`config.mk`:
```
export PLATFORM = sky130hd
export DESIGN_NAME = uart_tx_fifo
export DESIGN_NICKNAME = d
export VERILOG_FILES = /design/src/rtl/uart_tx_fifo_pkg.sv /design/src/rtl/uart_tx_fifo_sync_fifo.sv /design/src/rtl/uart_tx_fifo.sv
export SDC_FILE = /design/constraint.sdc
export NUM_CORES = 1
export LEC_CHECK = 0
export ABC_CLOCK_PERIOD_IN_PS = 4600
export BUFFER_PORTS_ARGS = -buffer_cell sky130_fd_sc_hd__buf_2
export CORE_MARGIN = 2
export CORE_UTILIZATION = 54
export DETAILED_ROUTE_END_ITERATION = 10
export GPL_ROUTABILITY_DRIVEN = 0
export PLACE_DENSITY_LB_ADDON = 0.15
export RECOVER_POWER = 25
export SYNTH_ARGS = -nofsm -noshare
export SYNTH_HDL_FRONTEND = slang
export SYNTH_SLANG_ARGS = --single-unit
export TNS_END_PERCENT = 50
```
`constraint.sdc`:
```
create_clock -name clk -period 4.6 [get_ports clk]
set_input_delay 0.69 -clock clk [delete_from_list [all_inputs] [get_ports clk]]
set_output_delay 0.69 -clock clk [all_outputs]
set_load 0.02 [all_outputs]
```
`src/rtl/uart_tx_fifo_pkg.sv`:
```
// ----------------------------------------------------------------------------
// uart_tx_fifo_pkg
//   Shared definitions for the buffered UART transmitter: FSM state encoding,
//   frame geometry and default parameter values.
// ----------------------------------------------------------------------------
package uart_tx_fifo_pkg;

    // 3-bit state encoding for the transmit FSM
    typedef enum logic [2:0] {
        ST_IDLE   = 3'd0,
        ST_START  = 3'd1,
        ST_DATA   = 3'd2,
        ST_PARITY = 3'd3,
        ST_STOP   = 3'd4
    } tx_state_e;

    localparam int DATA_BITS       = 8;
    localparam int DEFAULT_CLK_DIV = 16;
    localparam int DEFAULT_FIFO_AW = 4;

endpackage : uart_tx_fifo_pkg

```
`src/rtl/uart_tx_fifo_sync_fifo.sv`:
```
// ----------------------------------------------------------------------------
// uart_tx_fifo_sync_fifo
//   Single-clock show-ahead FIFO. rdata always presents the head entry, so a
//   pop consumes the value visible in the same cycle.
//
// Ports
//   clk    in   clock, rising edge
//   rst    in   asynchronous active-high reset (clears pointers)
//   push   in   write request; ignored when full
//   wdata  in   write data
//   pop    in   read request; ignored when empty
//   rdata  out  head entry (valid when !empty)
//   full   out  FIFO holds 2**AW entries
//   empty  out  FIFO holds no entries
//   level  out  number of stored entries
// ----------------------------------------------------------------------------
module uart_tx_fifo_sync_fifo
    import uart_tx_fifo_pkg::*;
#(
    parameter int WIDTH = DATA_BITS,
    parameter int AW    = DEFAULT_FIFO_AW
) (
    input  logic             clk,
    input  logic             rst,
    input  logic             push,
    input  logic [WIDTH-1:0] wdata,
    input  logic             pop,
    output logic [WIDTH-1:0] rdata,
    output logic             full,
    output logic             empty,
    output logic [AW:0]      level
);

    localparam int DEPTH = 2**AW;

    logic [WIDTH-1:0] mem [DEPTH];
    logic [AW:0]      wr_ptr_q, wr_ptr_d;
    logic [AW:0]      rd_ptr_q, rd_ptr_d;
    logic             push_ok;
    logic             pop_ok;

    // Pointers carry one extra bit so full and empty are distinguishable;
    // the difference wraps naturally and is the fill level directly.
    always_comb begin
        level    = wr_ptr_q - rd_ptr_q;
        full     = level[AW];
        empty    = (level == '0);
        push_ok  = push & ~full;
        pop_ok   = pop & ~empty;
        wr_ptr_d = wr_ptr_q + (AW+1)'(push_ok);
        rd_ptr_d = rd_ptr_q + (AW+1)'(pop_ok);
        rdata    = mem[rd_ptr_q[AW-1:0]];
    end

    always_ff @(posedge clk or posedge rst) begin
        if (rst) begin
            wr_ptr_q <= '0;
            rd_ptr_q <= '0;
        end else begin
            wr_ptr_q <= wr_ptr_d;
            rd_ptr_q <= rd_ptr_d;
        end
    end

    // Storage needs no reset: entries are only read behind the write pointer.
    always_ff @(posedge clk) begin
        if (push_ok) begin
            mem[wr_ptr_q[AW-1:0]] <= wdata;
        end
    end

endmodule : uart_tx_fifo_sync_fifo

```
`src/rtl/uart_tx_fifo.sv`:
```
// ----------------------------------------------------------------------------
// uart_tx_fifo
//   Buffered UART transmitter. Byte writes land in a FIFO and are serialised
//   LSB first as 8N1 frames (optional parity bit before stop). Back-to-back
//   queued bytes are sent with no idle gap between stop and next start.
//
// Ports
//   clk       in   UART clock (CLK_DIV cycles per serial bit)
//   rst       in   asynchronous active-high reset; aborts frame, drops queue
//   wrsig     in   write strobe, one byte per high cycle
//   datain    in   byte written when wrsig=1
//   tx        out  serial line, idle high, registered
//   idle      out  FSM idle and FIFO empty
//   full      out  FIFO full
//   overflow  out  1-cycle pulse: a write was dropped because FIFO was full
//   level     out  bytes waiting in FIFO (excludes the byte on the wire)
//
// state     | meaning
// ----------+----------------------------------------------------------
// ST_IDLE   | line high, waiting for a queued byte
// ST_START  | start bit (low) for CLK_DIV cycles
// ST_DATA   | data bits LSB first, CLK_DIV cycles each
// ST_PARITY | parity bit (only when PARITY_EN)
// ST_STOP   | stop bit (high); chains straight into next START if queued
// ----------------------------------------------------------------------------
module uart_tx_fifo
    import uart_tx_fifo_pkg::*;
#(
    parameter int CLK_DIV    = DEFAULT_CLK_DIV,
    parameter int FIFO_AW    = DEFAULT_FIFO_AW,
    parameter int PARITY_EN  = 0,
    parameter int PARITY_ODD = 0
) (
    input  logic                 clk,
    input  logic                 rst,
    input  logic                 wrsig,
    input  logic [7:0]           datain,
    output logic                 tx,
    output logic                 idle,
    output logic                 full,
    output logic                 overflow,
    output logic [FIFO_AW:0]     level
);

    localparam int                BAUD_W    = (CLK_DIV > 1) ? $clog2(CLK_DIV) : 1;
    localparam logic [BAUD_W-1:0] BAUD_LAST = BAUD_W'(CLK_DIV - 1);
    localparam logic              PAR_INIT  = (PARITY_ODD != 0);

    // FIFO interface
    logic [DATA_BITS-1:0] fifo_rdata;
    logic                 fifo_full;
    logic                 fifo_empty;
    logic [FIFO_AW:0]     fifo_level;
    logic                 fifo_pop;

    // Transmit datapath and FSM state
    tx_state_e            state_q, state_d;
    logic [BAUD_W-1:0]    baud_cnt_q, baud_cnt_d;
    logic [2:0]           bit_cnt_q, bit_cnt_d;
    logic [DATA_BITS-1:0] shift_q, shift_d;
    logic                 par_q, par_d;
    logic                 tx_q, tx_d;
    logic                 overflow_q, overflow_d;
    logic                 baud_last;
    logic                 load;

    uart_tx_fifo_sync_fifo #(
        .WIDTH (DATA_BITS),
        .AW    (FIFO_AW)
    ) u_fifo (
        .clk   (clk),
        .rst   (rst),
        .push  (wrsig),
        .wdata (datain),
        .pop   (fifo_pop),
        .rdata (fifo_rdata),
        .full  (fifo_full),
        .empty (fifo_empty),
        .level (fifo_level)
    );

    always_comb begin
        state_d    = state_q;
        bit_cnt_d  = bit_cnt_q;
        shift_d    = shift_q;
        par_d      = par_q;
        tx_d       = tx_q;
        load       = 1'b0;
        baud_last  = (baud_cnt_q == BAUD_LAST);
        baud_cnt_d = baud_last ? '0 : baud_cnt_q + BAUD_W'(1);

        // Registered full: a pop in the same cycle does not admit a write.
        overflow_d = wrsig & fifo_full;

        case (state_q)
            ST_IDLE: begin
                baud_cnt_d = '0;
                bit_cnt_d  = '0;
                tx_d       = 1'b1;
                load       = ~fifo_empty;
            end
            ST_START: begin
                if (baud_last) begin
                    state_d = ST_DATA;
                    tx_d    = shift_q[0];
                end
            end
            ST_DATA: begin
                if (baud_last) begin
                    // Parity folds in each bit as it leaves the shifter.
                    par_d     = par_q ^ shift_q[0];
                    bit_cnt_d = bit_cnt_q + 3'd1;
                    if (bit_cnt_q == 3'd7) begin
                        if (PARITY_EN != 0) begin
                            state_d = ST_PARITY;
                            tx_d    = par_q ^ shift_q[0];
                        end else begin
                            state_d = ST_STOP;
                            tx_d    = 1'b1;
                        end
                    end else begin
                        shift_d = shift_q >> 1;
                        tx_d    = shift_q[1];
                    end
                end
            end
            ST_PARITY: begin
                if (baud_last) begin
                    state_d = ST_STOP;
                    tx_d    = 1'b1;
                end
            end
            ST_STOP: begin
                if (baud_last) begin
                    if (!fifo_empty) begin
                        load = 1'b1;
                    end else begin
                        state_d = ST_IDLE;
                        tx_d    = 1'b1;
                    end
                end
            end
            default: begin
                state_d    = ST_IDLE;
                baud_cnt_d = '0;
                bit_cnt_d  = '0;
                tx_d       = 1'b1;
            end
        endcase

        // Shared frame launch from IDLE or from the end of STOP.
        if (load) begin
            state_d    = ST_START;
            shift_d    = fifo_rdata;
            par_d      = PAR_INIT;
            baud_cnt_d = '0;
            bit_cnt_d  = '0;
            tx_d       = 1'b0;
        end
        fifo_pop = load;
    end

    always_ff @(posedge clk or posedge rst) begin
        if (rst) begin
            state_q    <= ST_IDLE;
            baud_cnt_q <= '0;
            bit_cnt_q  <= '0;
            shift_q    <= '0;
            par_q      <= 1'b0;
            tx_q       <= 1'b1;
            overflow_q <= 1'b0;
        end else begin
            state_q    <= state_d;
            baud_cnt_q <= baud_cnt_d;
            bit_cnt_q  <= bit_cnt_d;
            shift_q    <= shift_d;
            par_q      <= par_d;
            tx_q       <= tx_d;
            overflow_q <= overflow_d;
        end
    end

    assign tx       = tx_q;
    assign idle     = (state_q == ST_IDLE) & fifo_empty;
    assign full     = fifo_full;
    assign overflow = overflow_q;
    assign level    = fifo_level;

endmodule : uart_tx_fifo

```
## Word-level counts from Yosys, hierarchy flattened

Memories as Yosys holds them, arrays and structs flattened.
Cells that the tools add are included.

- Flip-flop bits (word level): 30
- Word-level logic and storage cells: 76
- Memories: 1
- Memory bits (writable): 128

- Multiplexer cells: 31
- Equal/unequal tests: 15
- Add/sub/neg operators: 5
- Bitwise gates (word level): 6
- Reduce and logical (&&, ||, !) cells: 10

Memories:

| name | depth | width | read ports | clocked after Yosys merged registers in | write ports | line | text |
|---|---|---|---|---|---|---|---|
| u_fifo.mem | 16 | 8 | 1 | 0 | 1 | uart_tx_fifo_sync_fifo.sv:36 | `logic [WIDTH-1:0] mem [DEPTH];` |

Operator list:

| cell | count |
|---|---|
| two-way mux 8 bit | 4 |
| two-way mux 3 bit | 9 |
| != test 3 x 2 -> 1 bit, second input constant | 6 |
| case mux 3 bit (5 select lines) | 1 |
| two-way mux 4 bit | 3 |
| two-way mux 1 bit | 11 |
| adder 5 x 1 -> 5 bit | 2 |
| AND reduction 7 bit | 1 |
| equality test 3 x 2 -> 1 bit, second input constant | 2 |
| equality test 3 bit, second input constant | 2 |
| != test 2 x 1 -> 1 bit, second input constant | 3 |
| case mux 3 bit (2 select lines) | 1 |
| logical NOT 5 bit | 1 |
| AND reduction 5 bit | 1 |
| subtractor 5 bit | 1 |
| adder 4 x 1 -> 4 bit, second input constant | 1 |
| bitwise AND 1 bit | 4 |
| equality test 4 bit, second input constant | 1 |
| case mux 1 bit (4 select lines) | 1 |
| nonzero test 2 bit | 2 |
| OR reduction 4 bit | 1 |
| adder 3 x 1 -> 3 bit, second input constant | 1 |
| equality test 3 x 1 -> 1 bit, second input constant | 1 |
| logical NOT 3 bit | 1 |
| 5 further kinds | 6 |

## Longest topological paths before layout

Gate-level depths: netlist of the first run.

- Depth after elaboration: 7
- Gate-level depth with buffers: 14

## Cells and area by module

A second synthesis of the first run with hierarchy kept.

- Cells, all modules: 379
- Area, all modules: 6646.4 µm²

Modules (own cells, without submodules):

| module | cells each | area each (µm²) | instances |
|---|---|---|---|
| uart_tx_fifo_sync_fifo | 277 | 5570.3 | 1 |
| uart_tx_fifo | 102 | 1076.0 | 1 |

## Least setup slack after synthesis of the first run

OpenSTA, ideal clock, no wires.

- Kind: register -> output
- From: reg u_fifo.rd_ptr_q[1]
- To: out idle
- Required time: 3.910 ns
- Arrival: 2.706 ns
- Cell stages (with the launch flop): 9
- Buffers on the path: 2
- Path slack: 1.204 ns
- Path through: dfrtp_1 clkbuf_1 clkbuf_1 inv_1 fa_1 xor2_1 or3_1 a221oi_4 and3b_1

- Cells in the longest elaborated chain, start to end: 3

RTL lines:

| item | line | text |
|---|---|---|
| from (decl) | uart_tx_fifo_sync_fifo.sv:38 | `logic [AW:0] rd_ptr_q, rd_ptr_d;` |
| from (signal assigned) | uart_tx_fifo_sync_fifo.sv:61 | `rd_ptr_q <= rd_ptr_d;` |
| subtractor 5 bit | uart_tx_fifo_sync_fifo.sv:45 | `level = wr_ptr_q - rd_ptr_q;` |
| via level[2] | uart_tx_fifo.sv:42 | `output logic [FIFO_AW:0] level` |
| logical NOT 5 bit | uart_tx_fifo_sync_fifo.sv:47 | `empty = (level == '0);` |
| bitwise AND 1 bit | uart_tx_fifo.sv:184 | `assign idle = (state_q == ST_IDLE) & fifo_empty;` |
| to (decl) | uart_tx_fifo.sv:39 | `output logic idle,` |

The timed path passes the listed nets, and every way through them passes these cells.

## Final worst setup path of the first run

- From: reg u_fifo.rd_ptr_q[2]
- To: out idle

- Cells in the longest elaborated chain, start to end: 3

RTL lines:

| item | line |
|---|---|
| subtractor 5 bit | uart_tx_fifo_sync_fifo.sv:45 |
| logical NOT 5 bit | uart_tx_fifo_sync_fifo.sv:47 |
| bitwise AND 1 bit | uart_tx_fifo.sv:184 |

No other way between the ends.

==> results of run 1 <==
==> how the worst min path moves through the flow <==
stage	startpoint	end	slack (ns)	depth (start not counted)
after global routing	rst	u_fifo.rd_ptr_q[4]$_DFF_PP0_	0.18	2
after CTS	rst	u_fifo.rd_ptr_q[4]$_DFF_PP0_	0.16	2
after global placement	baud_cnt_q[0]$_DFF_PP0_	baud_cnt_q[0]$_DFF_PP0_	0.45	1
after floorplan	baud_cnt_q[0]$_DFF_PP0_	baud_cnt_q[0]$_DFF_PP0_	0.43	1
after detailed placement	baud_cnt_q[0]$_DFF_PP0_	baud_cnt_q[0]$_DFF_PP0_	0.46	1
final	rst	u_fifo.rd_ptr_q[4]$_DFF_PP0_	0.17	2
==> routing by layer <==
| metal | up-vias | GRT usage, % | share of wire (%) |
|---|---|---|---|
| met5 | - | 0 | 0 |
| met4 | 0 | 8.70 | 1.9 |
| met3 | 18 | 4.45 | 4.2 |
| met2 | 66 | 31.0 | 48 |
| met1 | 1649 | 27.9 | 46 |
| li1 | 1462 | - | - |
==> power by group through the flow <==
stage               logic (mW)  registers, mW  clock network (mW)
global placement          1.60           1.94                   0
global route              1.76           1.94                1.38
finish                    1.59           1.92                1.30
floorplan                 1.31           1.87                   0
detailed placement        1.62           1.94                   0
CTS                       1.62           1.92                1.31
==> sequential cells by signal, summed over array words and instances (netlist names) <==
register,count
baud_cnt_q,4
bit_cnt_q,3
overflow,1
shift_q,8
state_q,3
tx,1
u_fifo.mem,128
u_fifo.rd_ptr_q,5
u_fifo.wr_ptr_q,5
==> critical path, stage by stage, from the launching register on <==
cell and delay [ns]:
dfrtp_1 0.68, inv_1 0.09, ha_1 0.36, and3b_1 0.21, or3_4 0.38, a221oi_4 0.44
and3b_1 0.21, buf_2 0.16
==> synth_stat cells (all sizes together) <==
library cell    n
nor3b           2
nor2           17
edfxtp        128
nand3           9
and3            2
nand4           2
xor2            6
nor2b           1
mux2            3
a32o            2
nor4            1
a21oi           3
or2             2
a31oi           1
clkinv          5
clkbuf         11
and2            2
mux4           40
nand4b          2
o21ai           5
and3b           2
or3             2
xnor2           5
nand2b          4
ha             11
nand2          15
a21o            2
buf             6
a21boi          1
or3b            1
nor3            5
fa              1
dfstp           1
dfrtp          29
o31ai           5
o32ai           1
a221oi          1
inv            16
o311ai          1
o31a            5
==> layout make-up <==
cell class              instances  area (um^2)  share of cell area [%]
clock buffers                  18          429                    5.84
flip-flops and latches        158         4600                    62.5
multi-input cells             162         1800                    24.4
repair buffers                 27          148                    2.01
clock inverters                13          115                    1.57
inverters                      21         81.3                    1.11
well taps                     147          184                    2.50
==> stage by stage <==
stage	cell area, um^2	worst slack, ns	hold WS (ns)
after floorplan	6560	1.20	0.431
after global placement	6810	1.26	0.448
after global routing	7350	0.786	0.180
after CTS	7360	0.906	0.163
final	7350	0.950	0.169
after detailed placement	6810	1.22	0.459
==> kinds of logic after synthesis <==
family	after synthesis	synth area share [%]
adder cells (fa/ha/maj)	12	2.40
buffers and inverters	38	2.52
multiplexers	43	14.3
XOR/XNOR	11	1.47
flip-flops	158	70.1
AND/OR/NAND/NOR	69	5.50
AO/OA/AOI/OAI	27	3.76
==> out/results.txt, run 1 <==
Number of antenna violations at the first check in global routing - 0
Skew final - 0.0107 ns
Share of power burned in registers - 39.9%
Final WL - 11,700 um
Critical path class - reg2out
HPWL Detailed - 7500 um
Critical path origin - u_fifo.rd_ptr_q[2]$_DFF_PP0_
Actual slew at the worst max-slew pin - 0.931 ns
CTS H-Tree Depth - 4
Later-pin clock latency in the skew report - 0.43 ns
CTS tree - built
Commonest non-fill, non-tap cell in the layout - edfxtp_1
Total gr overflow - 0
Pint - 3.23 mW
Yosys reg bits - 158
Final setup vio count - 0
Status - complete, no violations
Unrepaired setup endpoints after global routing - no
Endpoints failing hold - 0
Drt first pass iters - 4
CP Data Arrival Time - 2.96 ns
Slew Limit Fails - 0
Starting Density - 55.0%
Max Fclk - 274 MHz
PortBufs - 19
CP Launch Type - register
Routed vias/inst - 5.85
Top cells by area, synth - edfxtp_1, mux4_2, dfrtp_1, ha_1, nor2_1
Post-synth top area cell - edfxtp_1
Crit Reg-Reg Endpoint - u_fifo.rd_ptr_q[4]$_DFF_PP0_
Crit Reg-Reg Startpoint - u_fifo.rd_ptr_q[2]$_DFF_PP0_
Diodes inserted - 0
Max Cap Violations - 0
Max VDD drop - 340 uV
ANT nets after route - 0
Headroom to the max-slew limit - 37.7%
Cts hold-fix bufs - 0
Chip width - 114 um
Reg2Reg Setup Slack - 1.24 ns
# rows - 40
TNS Setup - 0 ns
Die area - 13,000 um^2
Post-synth top area share - 58.6%
Gate power share - 33.1%
Layout Utilization - 61.7%
Post-Synthesis Cells - 358
LEAKAGE - 2.58 nW
Post-CTS Setup Inserts - 0
Req. time, crit path - 3.91 ns
Inserted Clock Buffers - 17
Critical path peak fanout - 12
Final Cycle Share - 79.3%
Post-DR wirelength/cell - 21.4 um
Unique masters post-synth - 48
Yosys Warn Count - 0
Most frequent cells in the layout - edfxtp_1, mux4_2, dfrtp_1
Sequential area share after synthesis - 70.1%
Power Density - 655 nW/um^2
Largest net degree at the start of global routing - 35
Post-CTS Resized - 0
Tot Pwr - 4.81 mW
CP endpoint kind - output port
Filler Cell Count - 847
Final Non-Filler Cells - 546
DR vias - 3,195
Worst min-delay path class - in2async
CTS root buf - clkbuf_16
Clock transition at the registers of the reported paths - 0.06 ns
# DRC - 0
IO Count - 20
Switching power - 1.58 mW
Nets@finish - 410
CTS Sinks - 158
Post-Syn Nets - 381
Die Ht - 114 um
Core Box Area - 11,900 um^2
Area of the mapped netlist - 6560 um^2
Sw frac - 32.9%
Share of cells above drive strength 1 - 26.8%
Power share of the clock group - 27.1%
Minimum clock period - 3.65 ns
R2r worst-path depth - 11
Synth-to-Final Area Change - 12.1%
DR iter-0 viols - 283
Max clock buf depth - 2
Setup crit end - idle
Syn Area/Cell - 18.3 um^2
Placed cell count - 515
Total Routing Usage GR - 20.0%
Number of global-route vias before repair - 3,264
First-pass GRT wire length - 18,500 um
Power figures use the tool's default switching activity.
==> inputs of run 2 (changes only) <==
- ABC_AREA: not set -> 1
- ABC_CLOCK_PERIOD_IN_PS: 4600 -> 3200
- clock period: 4.6 -> 3.2 ns (I/O delays scaled with it)
==> out/results.txt, run 2 <==
Status - complete, no violations (unchanged)
Dpl ws - 0.466 ns (was 1.22 ns)
Unique masters post-synth - 34 (was 48)
Reg2Reg Setup Slack - 0.42 ns (was 1.24 ns)
# DRC - 0 (unchanged)
Post-synth top area cell - edfxtp_1 (unchanged)
Slew Limit Fails - 0 (unchanged)
Number of global-route vias before repair - 4,526 (was 3,264)
Post-CTS Setup Inserts - 0 (unchanged)
CP endpoint kind - output port (unchanged)
Switching power - 0.809 mW (was 1.58 mW)
Max Cap Violations - 0 (unchanged)
Core Box Area - 12,600 um^2 (was 11,900 um^2)
Number of antenna violations at the first check in global routing - 0 (unchanged)
Actual slew at the worst max-slew pin - 1.04 ns (was 0.931 ns)
CP Data Arrival Time - 2.48 ns (was 2.96 ns)
CTS root buf - clkbuf_16 (unchanged)
Final worst slack - 0.239 ns (was 0.950 ns)
Pint - 3.37 mW (was 3.23 mW)
Post-CTS Resized - 0 (unchanged)
Most frequent cells in the layout - nand2_1, edfxtp_1, nor2_1 (was edfxtp_1, mux4_2, dfrtp_1)
Minimum clock period - 2.96 ns
TNS Setup - 0 ns (unchanged)
Gate power share - 1.5% (was 33.1%)
Die area - 13,700 um^2 (was 13,000 um^2)
Die Ht - 117 um (was 114 um)
Nets@finish - 713 (was 410)
Sequential area share after synthesis - 66.6% (was 70.1%)
First-pass GRT wire length - 23,800 um (was 18,500 um)
Later-pin clock latency in the skew report - 0.43 ns (about the same)
Endpoints failing hold - 0 (unchanged)
Yosys reg bits - 158 (unchanged)
Commonest non-fill, non-tap cell in the layout - nand2_1 (was edfxtp_1)
DR vias - 4,755 (was 3,195)
Total Routing Usage GR - 24.2% (was 20.0%)
CTS H-Tree Depth - 4 (unchanged)
Skew final - 0.00849 ns (was 0.0107 ns)
R2r worst-path depth - 10 (was 11)
Req. time, crit path - 2.72 ns (was 3.91 ns)
Clock transition at the registers of the reported paths - 0.06 ns (about the same)
Crit Reg-Reg Endpoint - u_fifo.mem[4][6]$_DFFE_PP_ (was u_fifo.rd_ptr_q[4]$_DFF_PP0_)
Chip width - 117 um (was 114 um)
ANT nets after route - 0 (unchanged)
Final WL - 15,400 um (was 11,700 um)
Final Hold Slack - 0.0530 ns (was 0.169 ns)
Final Cycle Share - 92.5%
Critical path class - reg2out (unchanged)
Final setup vio count - 0 (unchanged)
Total gr overflow - 0 (unchanged)
CTS tree - built (unchanged)
IO Count - 20 (unchanged)
DR iter-0 viols - 440 (was 283)
Starting Density - 54.9% (was 55.0%)
Headroom to the max-slew limit - 30.9% (was 37.7%)
PortBufs - 19 (unchanged)
Synth-to-Final Area Change - 13.2% (was 12.1%)
Yosys Warn Count - 0 (unchanged)
Crit Reg-Reg Startpoint - u_fifo.rd_ptr_q[3]$_DFF_PP0_ (was u_fifo.rd_ptr_q[2]$_DFF_PP0_)
Post-synth top area share - 55.7% (was 58.6%)
Power Density - 535 nW/um^2 (was 655 nW/um^2)
Syn Area/Cell - 10.6 um^2 (was 18.3 um^2)
Post-Synthesis Cells - 651 (was 358)
Area of the mapped netlist - 6900 um^2 (was 6560 um^2)
CP Launch Type - register (unchanged)
Worst min-delay path class - in2async (unchanged)
Post-DR wirelength/cell - 17.6 um (was 21.4 um)
Asr flop ratio synth - 19.0% (unchanged)
Largest net degree at the start of global routing - 67 (was 35)
Max Fclk - 338 MHz
Critical path peak fanout - 4 (was 12)
Cts hold-fix bufs - 0 (unchanged)
Max VDD drop - 499 uV (was 340 uV)
EDFF count, synth - 128 (unchanged)
HPWL Detailed - 10,000 um (was 7500 um)
Count leader, synth - nand2_1 (was edfxtp_1)
Post-Syn Nets - 674 (was 381)
Share of cells above drive strength 1 - 12.3% (was 26.8%)
Max clock buf depth - 2 (unchanged)
Unrepaired setup endpoints after global routing - no (unchanged)
Diodes inserted - 0 (unchanged)
LEAKAGE - 3.09 nW (was 2.58 nW)
Synth cell count leaders - nand2_1, edfxtp_1, nor2_1 (was edfxtp_1, mux4_2, dfrtp_1)
Top cells by area, synth - edfxtp_1, dfrtp_1, nand2_1, nor2_1, nand3_1 (was edfxtp_1, mux4_2, dfrtp_1, ha_1, nor2_1)
Routed vias/inst - 5.44 (was 5.85)
# rows - 41 (was 40)
CTS Sinks - 158 (unchanged)
Drt first pass iters - 5 (was 4)
Sw frac - 19.3% (was 32.9%)
Inserted Clock Buffers - 17 (unchanged)
Largest register FFs - 128 (unchanged)
Synth Flop Type - edfxtp_1 (unchanged)
Power share of the clock group - 45.2% (was 27.1%)
Share of power burned in registers - 53.3% (was 39.9%)
run 2: cell count changes in the layout (fill, tap and decap cells not counted), moves of 6 or more:
cell | before | now
nand3_1 | 9 | 65
o21ai_0 | 2 | 54
mux4_2 | 40 | 0
o211ai_1 | 0 | 6
inv_1 | 14 | 37
buf_4 | 8 | 24
nand2_1 | 15 | 130
nor2_1 | 17 | 127
run 2: kinds of logic after synthesis:
| family | synth area share (%) |
|---|---|
| XOR/XNOR | 0.888 |
| AO/OA/AOI/OAI | 5.13 |
| AND/OR/NAND/NOR | 20.9 |
| buffers and inverters | 4.20 |
| adder cells (fa/ha/maj) | 2.28 |
| flip-flops | 66.6 |
run 2: through the flow:
| stage | instance area [um^2] | power (mW) | utilization, % | std cells |
|---|---|---|---|---|
| 6_report | 7820 | 4.18 | 62.2 | 874 |
| 5_1_grt | 7820 | 4.30 | 62.2 | 874 |
| 4_1_cts | 7830 | 4.21 | 62.3 | 874 |
| 3_5_place_dp | 7270 | 2.33 | 57.9 | 843 |
| 3_3_place_gp | 7270 | 2.33 | 57.9 | 843 |
| 2_1_floorplan | 6900 | 2.29 | - | 651 |
run 2: power groups by stage:
stage                     logic, mW  registers (mW)  clock network (mW)
after floorplan              0.0173            2.27                   0
after global placement       0.0645            2.27                   0
after detailed placement     0.0660            2.27                   0
after CTS                    0.0663            2.23                1.92
after global routing         0.0701            2.23                2.00
final                        0.0634            2.23                1.89
run 2: worst max-delay path by stage:
stage	startpoint	end	slack, ns
2_1_floorplan	u_fifo.rd_ptr_q[1]$_DFF_PP0_	u_fifo.rd_ptr_q[4]$_DFF_PP0_	0.54
3_3_place_gp	u_fifo.rd_ptr_q[3]$_DFF_PP0_	u_fifo.mem[4][7]$_DFFE_PP_	0.54
3_5_place_dp	u_fifo.rd_ptr_q[3]$_DFF_PP0_	u_fifo.mem[4][7]$_DFFE_PP_	0.47
4_1_cts	u_fifo.wr_ptr_q[0]$_DFF_PP0_	idle	0.23
5_1_grt	u_fifo.wr_ptr_q[0]$_DFF_PP0_	idle	0.02
6_report	u_fifo.wr_ptr_q[0]$_DFF_PP0_	idle	0.24
run 2: final cells by class:
cell class	instances	area (um^2)
fill	994	4750
timing repair buffer	43	269
clock buffer	20	437
tap	172	215
sequential	158	4600
multi-input combinational	426	2020
inverter	44	168
clock inverter	11	115
run 2: routing by layer:
layer / vias to the layer above / part of all wire (%) / wire length [um] / GRT usage [%]
li1: 2280 / - / - / -
met1: 2296 / 45 / 6890 / 34.4
met2: 160 / 48 / 7340 / 37.8
met3: 19 / 6.3 / 975 / 6.02
met4: 0 / 1.2 / 178 / 6.35
met5: - / 0 / 0 / 0
run 2: worst max-delay path, cell delays in order (launching register included):
cell     delay (ns)
dfrtp_1        0.40
inv_1          0.11
ha_1           0.15
inv_1          0.06
fa_1           0.45
or2_1          0.23
nor2_1         0.18
nand4_1        0.21
inv_1          0.10
buf_2          0.16
==> inputs of run 3 (changes only) <==
==> constraint.sdc (replaced) <==
create_clock -name clk -period 3.2 [get_ports clk]
set_input_delay 0.16 -clock clk [delete_from_list [all_inputs] [get_ports clk]]
set_output_delay 0.16 -clock clk [all_outputs]
set_load 0.05 [all_outputs]
==> out/results.txt, run 3 (synthesized netlist as in run 2, its figures left out) <==
Status - complete, no violations (unchanged)
IO Count - 20 (unchanged)
Power Density - 527 nW/um^2 (was 535 nW/um^2)
Final WL - 15,200 um (was 15,400 um)
Number of antenna violations at the first check in global routing - 0 (unchanged)
Final setup vio count - 0 (unchanged)
Routed vias/inst - 5.35 (was 5.44)
Die area - 13,700 um^2 (unchanged)
Endpoints failing hold - 0 (unchanged)
Tot Pwr - 4.11 mW (was 4.18 mW)
Diodes inserted - 0 (unchanged)
Critical path class - reg2reg (was reg2out)
Skew final - 0.00841 ns (was 0.00849 ns)
DR iter-0 viols - 397 (was 440)
Area of the multi-input gates - 2020 um^2 (unchanged)
CP Data Arrival Time - 3.11 ns (was 2.48 ns)
Synth-to-Final Area Change - 13.1% (was 13.2%)
Largest net degree at the start of global routing - 67 (unchanged)
Hold Startpoint - datain[1]
Max VDD drop - 452 uV (was 499 uV)
Starting Density - 54.9% (unchanged)
LEAKAGE - 3.09 nW (about the same)
WHS Path Cells - 1
Unrepaired setup endpoints after global routing - no (unchanged)
CTS Sinks - 158 (unchanged)
# DRC - 0 (unchanged)
Later-pin clock latency in the skew report - 0.43 ns (about the same)
Total Routing Usage GR - 24.0% (was 24.2%)
# rows - 41 (unchanged)
Number of global-route vias before repair - 4,463 (was 4,526)
First-pass GRT wire length - 23,600 um (was 23,800 um)
Req. time, crit path - 3.51 ns (was 2.72 ns)
Share of cells above drive strength 1 - 12.2% (was 12.3%)
Inserted Clock Buffers - 17 (unchanged)
Reg2Reg Setup Slack - 0.40 ns (was 0.42 ns)
HPWL Detailed - 9880 um (was 10,000 um)
Crit Reg-Reg Endpoint - shift_q[5]$_DFFE_PP0P_ (was u_fifo.mem[4][6]$_DFFE_PP_)
Filler Cell Count - 998 (was 994)
Actual slew at the worst max-slew pin - 0.980 ns (was 1.04 ns)
Most frequent cells in the layout - nand2_1, edfxtp_1, nor2_1 (unchanged)
Max Fclk - 357 MHz (was 338 MHz)
ANT nets after route - 0 (unchanged)
Total gr overflow - 0 (unchanged)
Critical path peak fanout - 66 (was 4)
Max clock buf depth - 2 (unchanged)
Commonest non-fill, non-tap cell in the layout - nand2_1 (unchanged)
TNS Setup - 0 ns (unchanged)
CP Launch Type - register (unchanged)
Die Ht - 117 um (unchanged)
Storage element area - 4600 um^2 (unchanged)
CTS tree - built (unchanged)
Post-CTS Resized - 0 (unchanged)
Slew Limit Fails - 0 (unchanged)
CTS root buf - clkbuf_16 (unchanged)
Post-CTS Setup Inserts - 0 (unchanged)
Largest register FFs - 128 (unchanged)
CTS H-Tree Depth - 4 (unchanged)
R2r worst-path depth - 11 (was 10)
Crit Reg-Reg Startpoint - u_fifo.rd_ptr_q[0]$_DFF_PP0_ (was u_fifo.rd_ptr_q[3]$_DFF_PP0_)
CP endpoint kind - register (was output port)
Clock transition at the registers of the reported paths - 0.06 ns (about the same)
Max Cap Violations - 0 (unchanged)
Final Cycle Share - 87.4% (was 92.5%)
DR vias - 4,678 (was 4,755)
Chip width - 117 um (unchanged)
Drt first pass iters - 7 (was 5)
Minimum clock period - 2.80 ns (was 2.96 ns)
Headroom to the max-slew limit - 34.6% (was 30.9%)
Core Box Area - 12,600 um^2 (unchanged)
Post-DR wirelength/cell - 17.4 um (was 17.6 um)
Worst min-delay path class - in2reg (was in2async)
PortBufs - 19 (unchanged)
Hold EP - u_fifo.mem[13][1]$_DFFE_PP_
Nets@finish - 715 (was 713)
run 3: cell types whose count changed in the layout (fill, tap and decap cells not counted), sizes merged:
cell         change
clkinv           +2
clkinvlp         -1
buf              -1
dlygate4sd3      +2
bufinv           -1
run 3: routing by layer:
layer	global-route usage (%)	up-vias	share of wire, %
li1	-	2287	-
met1	33.7	2197	45
met2	36.8	161	47
met3	4.58	33	5.6
met4	10.7	0	2.5
met5	0	-	0
run 3: what timing repair did:
action / in CTS / in global routing
endpoints found under the setup margin: 0 / 0
hold endpoints to repair: 11 / 0
hold buffers: 2 / 0
run 3: power by group:
part | internal (mW) | switching (mW) | total (mW)
logic | 0.0113 | 0.0611 | 0.0724
clock network | 1.05 | 0.762 | 1.82
registers | 2.23 | 0.000799 | 2.23
run 3: per-stage QoR:
step	instances	setup WS [ns]	area (um^2)	utilization, %	hold slack (ns)
floorplan	651	0.119	6900	-	0.250
global placement	843	0.525	7270	57.9	0.199
detailed placement	843	0.459	7270	57.9	0.197
global route	875	0.233	7810	62.2	0.202
finish	875	0.402	7810	62.2	0.197
CTS	875	0.418	7820	62.2	0.167
run 3: layout make-up:
class	count	share of cell area [%]
well taps	172	2.76
repair buffers	45	3.68
clock buffers	19	5.54
inverters	44	2.15
clock inverters	11	1.19
flip-flops and latches	158	58.8
multi-input cells	426	25.8
run 3: critical path, cell delays in order, from the launching register on:
cell,delay [ns]
dfrtp_2,0.36
buf_4,0.54
inv_2,0.41
buf_4,0.36
o21ai_0,0.33
nand2_1,0.12
nand2_1,0.10
nand2_1,0.07
inv_1,0.08
nand2_1,0.07
nand2_1,0.09
nand3_1,0.08
run 3: how the worst max path moves through the flow:
stage                                         endpoint  cells after the start  slack (ns)                         start
after detailed placement    u_fifo.mem[4][5]$_DFFE_PP_                     10        0.46  u_fifo.rd_ptr_q[3]$_DFF_PP0_
after global placement      u_fifo.mem[4][5]$_DFFE_PP_                     10        0.52  u_fifo.rd_ptr_q[3]$_DFF_PP0_
after global routing            shift_q[5]$_DFFE_PP0P_                     11        0.23  u_fifo.rd_ptr_q[0]$_DFF_PP0_
after CTS                   u_fifo.mem[4][5]$_DFFE_PP_                     10        0.42  u_fifo.rd_ptr_q[3]$_DFF_PP0_
after floorplan           u_fifo.rd_ptr_q[4]$_DFF_PP0_                     14        0.12  u_fifo.rd_ptr_q[1]$_DFF_PP0_
final                           shift_q[5]$_DFFE_PP0P_                     11        0.40  u_fifo.rd_ptr_q[0]$_DFF_PP0_
